[config.mk]
export PLATFORM = sky130hd
export DESIGN_NAME = alu_cond_flag_unit
export DESIGN_NICKNAME = d
export VERILOG_FILES = /design/src/rtl/alu_cond_flag_unit.sv
export SDC_FILE = /design/constraint.sdc
export NUM_CORES = 1
export LEC_CHECK = 0
export ABC_AREA = 1
export CAP_MARGIN = 10
export CORE_MARGIN = 4
export CORE_UTILIZATION = 32
export DETAILED_ROUTE_END_ITERATION = 7
export PLACE_DENSITY = 0.75
export SLEW_MARGIN = 25
export SYNTH_ARGS = -nofsm -noshare
export SYNTH_HDL_FRONTEND = slang
export SYNTH_SLANG_ARGS = --single-unit
[constraint.sdc]
create_clock -name clk -period 0.9 [get_ports clk]
set_clock_uncertainty 0.05 [all_clocks]
set_input_delay 0.18 -clock clk [delete_from_list [all_inputs] [get_ports clk]]
set_output_delay 0.18 -clock clk [all_outputs]
set_load 0.02 [all_outputs]
[src/rtl/alu_cond_flag_unit.sv]
// ALUOut / flag register stage with ARM-style condition evaluation and write gating.
// Optional FLAG_FWD_EN: condition evaluation sees same-cycle qualified flag updates.
module alu_cond_flag_unit #(
  parameter int unsigned WIDTH      = 8,
  parameter logic [3:0]  FLAG_RESET = 4'b0000
) (
  input  logic             clk,
  input  logic             reset,
  input  logic [WIDTH-1:0] ALUResult,
  input  logic [3:0]       ALUFlags,
  input  logic             ALUOutEn,
  input  logic [3:0]       Cond,
  input  logic             CondLatch,
  input  logic [1:0]       FlagW,
  input  logic             PCS,
  input  logic             RegW,
  input  logic             MemW,
  input  logic             NoWrite,
  output logic [WIDTH-1:0] ALUOut,
  output logic [3:0]       Flags,
  output logic             CondEx,
  output logic             PCSrcG,
  output logic             RegWriteG,
  output logic             MemWriteG
);

  typedef enum logic [3:0] {
    EQ = 4'h0, NE = 4'h1, CS = 4'h2, CC = 4'h3,
    MI = 4'h4, PL = 4'h5, VS = 4'h6, VC = 4'h7,
    HI = 4'h8, LS = 4'h9, GE = 4'hA, LT = 4'hB,
    GT = 4'hC, LE = 4'hD, AL = 4'hE, NV = 4'hF
  } cond_e;

  logic [3:0] flags_nxt;
  logic [3:0] eval_flags;
  logic       fc, fv, fn, fz;
  logic       pass;

  // Each half of the flag register updates only under the current registered CondEx.
  always_comb begin
    flags_nxt = Flags;
    if (CondEx && FlagW[1]) flags_nxt[1:0] = ALUFlags[1:0];
    if (CondEx && FlagW[0]) flags_nxt[3:2] = ALUFlags[3:2];
  end

`ifdef FLAG_FWD_EN
  assign eval_flags = flags_nxt;
`else
  assign eval_flags = Flags;
`endif

  assign fc = eval_flags[3];
  assign fv = eval_flags[2];
  assign fn = eval_flags[1];
  assign fz = eval_flags[0];

  always_comb begin
    pass = 1'b1;
    case (cond_e'(Cond))
      EQ:      pass = fz;
      NE:      pass = ~fz;
      CS:      pass = fc;
      CC:      pass = ~fc;
      MI:      pass = fn;
      PL:      pass = ~fn;
      VS:      pass = fv;
      VC:      pass = ~fv;
      HI:      pass = fc & ~fz;
      LS:      pass = ~fc | fz;
      GE:      pass = (fn == fv);
      LT:      pass = (fn != fv);
      GT:      pass = ~fz & (fn == fv);
      LE:      pass = fz | (fn != fv);
      default: pass = 1'b1;
    endcase
  end

  always_ff @(posedge clk) begin
    if (reset) begin
      ALUOut <= '0;
      Flags  <= FLAG_RESET;
      CondEx <= 1'b0;
    end else begin
      if (ALUOutEn) ALUOut <= ALUResult;
      Flags <= flags_nxt;
      if (CondLatch) CondEx <= pass;
    end
  end

  assign PCSrcG    = PCS & CondEx;
  assign RegWriteG = RegW & CondEx & ~NoWrite;
  assign MemWriteG = MemW & CondEx;

endmodule

==> results.sh <==
export IMPL_violations="setup timing"
export IMPL_synth_compound_area_share_pct=15.1
export IMPL_ys_seq_elements=13
export IMPL_track_usage_pct=17.6
export IMPL_crit_end="RegWriteG"
export IMPL_cp_arrival_ns=0.91
export IMPL_synthXorXnorAreaFrac_pct=0
export IMPL_period_share_pct=127
export IMPL_clk_pin_slew_ns=0.08
export IMPL_hp_start="ALUResult[7]"
export IMPL_core_area_um2=1960
export IMPL_cp_max_fo=6
export IMPL_io_pins=42
export IMPL_yosysTopAreaCell="dfxtp_1"
export IMPL_grt_pass1_vias=870
export IMPL_syn_area_per_cell_um2=6.20
export IMPL_clock_sinks=13
export IMPL_relSlewSlack_pct=82.6
export IMPL_synth_cell_types=13
export IMPL_num_antenna_cells=0
export IMPL_h_tree_depth=1
export IMPL_post_route_cells_drive_above_1_share_pct=48.5
export IMPL_critPathKind="reg2out"
export IMPL_vdd_ir_drop_max_mv=0.876
export IMPL_cts_buffer_depth=2
export IMPL_status="finished with violations"
export IMPL_powerDensity_nw_per_um2=1120
export IMPL_vias=916
export IMPL_synth_edf_count=0
export IMPL_startpoint="CondEx"
export IMPL_grt_pass1_wl_mm=3.66
export IMPL_multi_input_area_um2=443
export IMPL_yosys_area_share_simple_pct=37.2
export IMPL_place_gp_congestion=0.853
export IMPL_setup_viol=21
export IMPL_die_w_um=53.5
export IMPL_synth_adder_area_share_pct=0
export IMPL_dr_pass1_iters=5
export IMPL_async_reset_ff_share_pct=0
export IMPL_cts_tree="done"
export IMPL_ff_latch_area_um2=289
export IMPL_rows=16
export IMPL_ys_warn_count=0
export IMPL_timing_max_cap_violations=0
export IMPL_hold_viol=0
export IMPL_syn2layout_area_growth_pct=117
export IMPL_reg2reg_from="Flags[2]"
export IMPL_synth_top_family_by_area="simple AND/OR/NAND/NOR gates"
export IMPL_end_kind="output port"
export IMPL_die_y_um=53.5
export IMPL_cts_buffers=3
export IMPL_r2r_end="CondEx"
export IMPL_grt_overflow=0
export IMPL_synthMostInstantiatedCell="nor2_1"
export IMPL_dp_hpwl_mm=1.76
export IMPL_drtAntennaViolNets=0
export IMPL_ys_flop_type="dfxtp_1"
export IMPL_synthTopCellsByArea="dfxtp_1, nor2_1, nand2_1"
export IMPL_r2r_slack_ns=-0.23
export IMPL_synthMuxAreaShare_pct=0
export IMPL_hold_class="in2reg"
export IMPL_initial_core_util_pct=33.8
export IMPL_synth_commonest_cells="nor2_1, nand2_1, o21ai_0"
export IMPL_dieArea_um2=2860
export IMPL_drtIter0Drc=18
export IMPL_cp_data_required_time_ns=0.67
export IMPL_port_buffers=41
export IMPL_yosysTopAreaCellShare_pct=39.2
export IMPL_grt_start_max_net_pins=9
export IMPL_fin_ws_ns=-0.242
export IMPL_start_kind="flip-flop"
export IMPL_fill_cells=173
export IMPL_cts_root_buf="clkbuf_4"
export IMPL_drt_wl_total_mm=2.39
export IMPL_rsz0062_at_grt="true"
export IMPL_post_route_util_pct=73.5
export IMPL_holdWs_ns=0.440
export IMPL_layout_nets=198
export IMPL_drv_slew=0
export IMPL_via_per_inst=4.63
export IMPL_clkLatencyLatePin_ns=0.27
export IMPL_wl_per_cell_um=12.1
export IMPL_tightest_slew_ns=0.260
export IMPL_rr_worst_depth=9
export IMPL_synth_nets=133
export IMPL_finalCriticalPeriod_ns=1.14
export IMPL_p_leak_nw=0.689
export IMPL_syn_area_um2=663
export IMPL_synth_seq_area_share_pct=39.2
export IMPL_route_detailed_drc=0
export IMPL_syn_inst=107
export IMPL_clock_fmax_mhz=875
export IMPL_antenna_found_initial=0
[worst min-delay path by stage]
stage          cells past startpoint  slack [ns]         to
6_report                           3        0.44  ALUOut[7]
4_1_cts                            3        0.43  ALUOut[5]
3_5_place_dp                       2        0.44  ALUOut[6]
3_3_place_gp                       2        0.42  ALUOut[3]
5_1_grt                            3        0.43  ALUOut[5]
2_1_floorplan                      2        0.26  ALUOut[0]
[cell type report]
cell class | count | share of cell area (%)
Clock buffer | 4 | 1.82
Timing Repair Buffer | 61 | 40.9
Inverter | 14 | 4.17
Tap cell | 27 | 2.34
Sequential cell | 13 | 20.1
Multi-Input combinational cell | 79 | 30.7
[kinds of logic after synthesis]
family,after synthesis
AND/OR/NAND/NOR,59
flip-flops,13
AO/OA/AOI/OAI,20
buffers and inverters,15
[worst max-delay path, stage by stage, from the launching register on]
cell and delay, ns:
dfxtp_4 0.40, nand2_4 0.06, nor2_4 0.07, buf_6 0.11
[sequential cells by signal, indices dropped and copies added, names as in the netlist]
signal and cells:
ALUOut 8, CondEx 1, Flags 4
[metal layers]
metal  track usage (%)  up-vias  routed length [um]
met5                 0        -                   0
met4              5.53        0                  13
met2              32.7       36                1330
met1              17.6      408                 829
li1                  -      468                   -
met3              7.32        4                 220
[stage by stage]
step | TNS, ns | worst slack (ns) | total power [mW] | instance area (um2) | std cells
after detailed placement | -9.08 | -0.719 | 1.15 | 1230 | 187
final | -2.35 | -0.242 | 1.62 | 1440 | 198
after floorplan | -0.0877 | -0.0877 | 0.850 | 697 | 107
after global placement | -8.77 | -0.716 | 1.14 | 1230 | 187
after global routing | -3.27 | -0.324 | 1.72 | 1440 | 198
after CTS | -2.05 | -0.239 | 1.57 | 1350 | 193
[layout by cell type (no fill, tap or decap), types with 4 or more instances in the layout]
master	n
inv_2	5
nand2_4	4
nor2_1	24
dfxtp_4	5
dfxtp_2	8
o21ai_1	5
dlygate4sd2_1	4
nand3_2	4
clkdlybuf4s50_1	20
nand2_1	13
buf_4	17
buf_6	19
inv_1	5
nand3_1	5
o21ai_0	5
nand2_2	7
[power by group]
part / leakage (nW) / internal (mW) / switching, mW / total, mW
sequential: 0.113 / 0.617 / 0.0391 / 0.657
combinational: 0.561 / 0.324 / 0.274 / 0.598
clock: 0.0150 / 0.171 / 0.191 / 0.363
[repair_timing]
action	in CTS	in global routing
resized for setup	126	24
pin swaps	11	6
hold buffers	0	0
endpoints found under the setup margin	19	29
buffers inserted	3	5
Note: power is estimated with default switching activity, not from simulation.
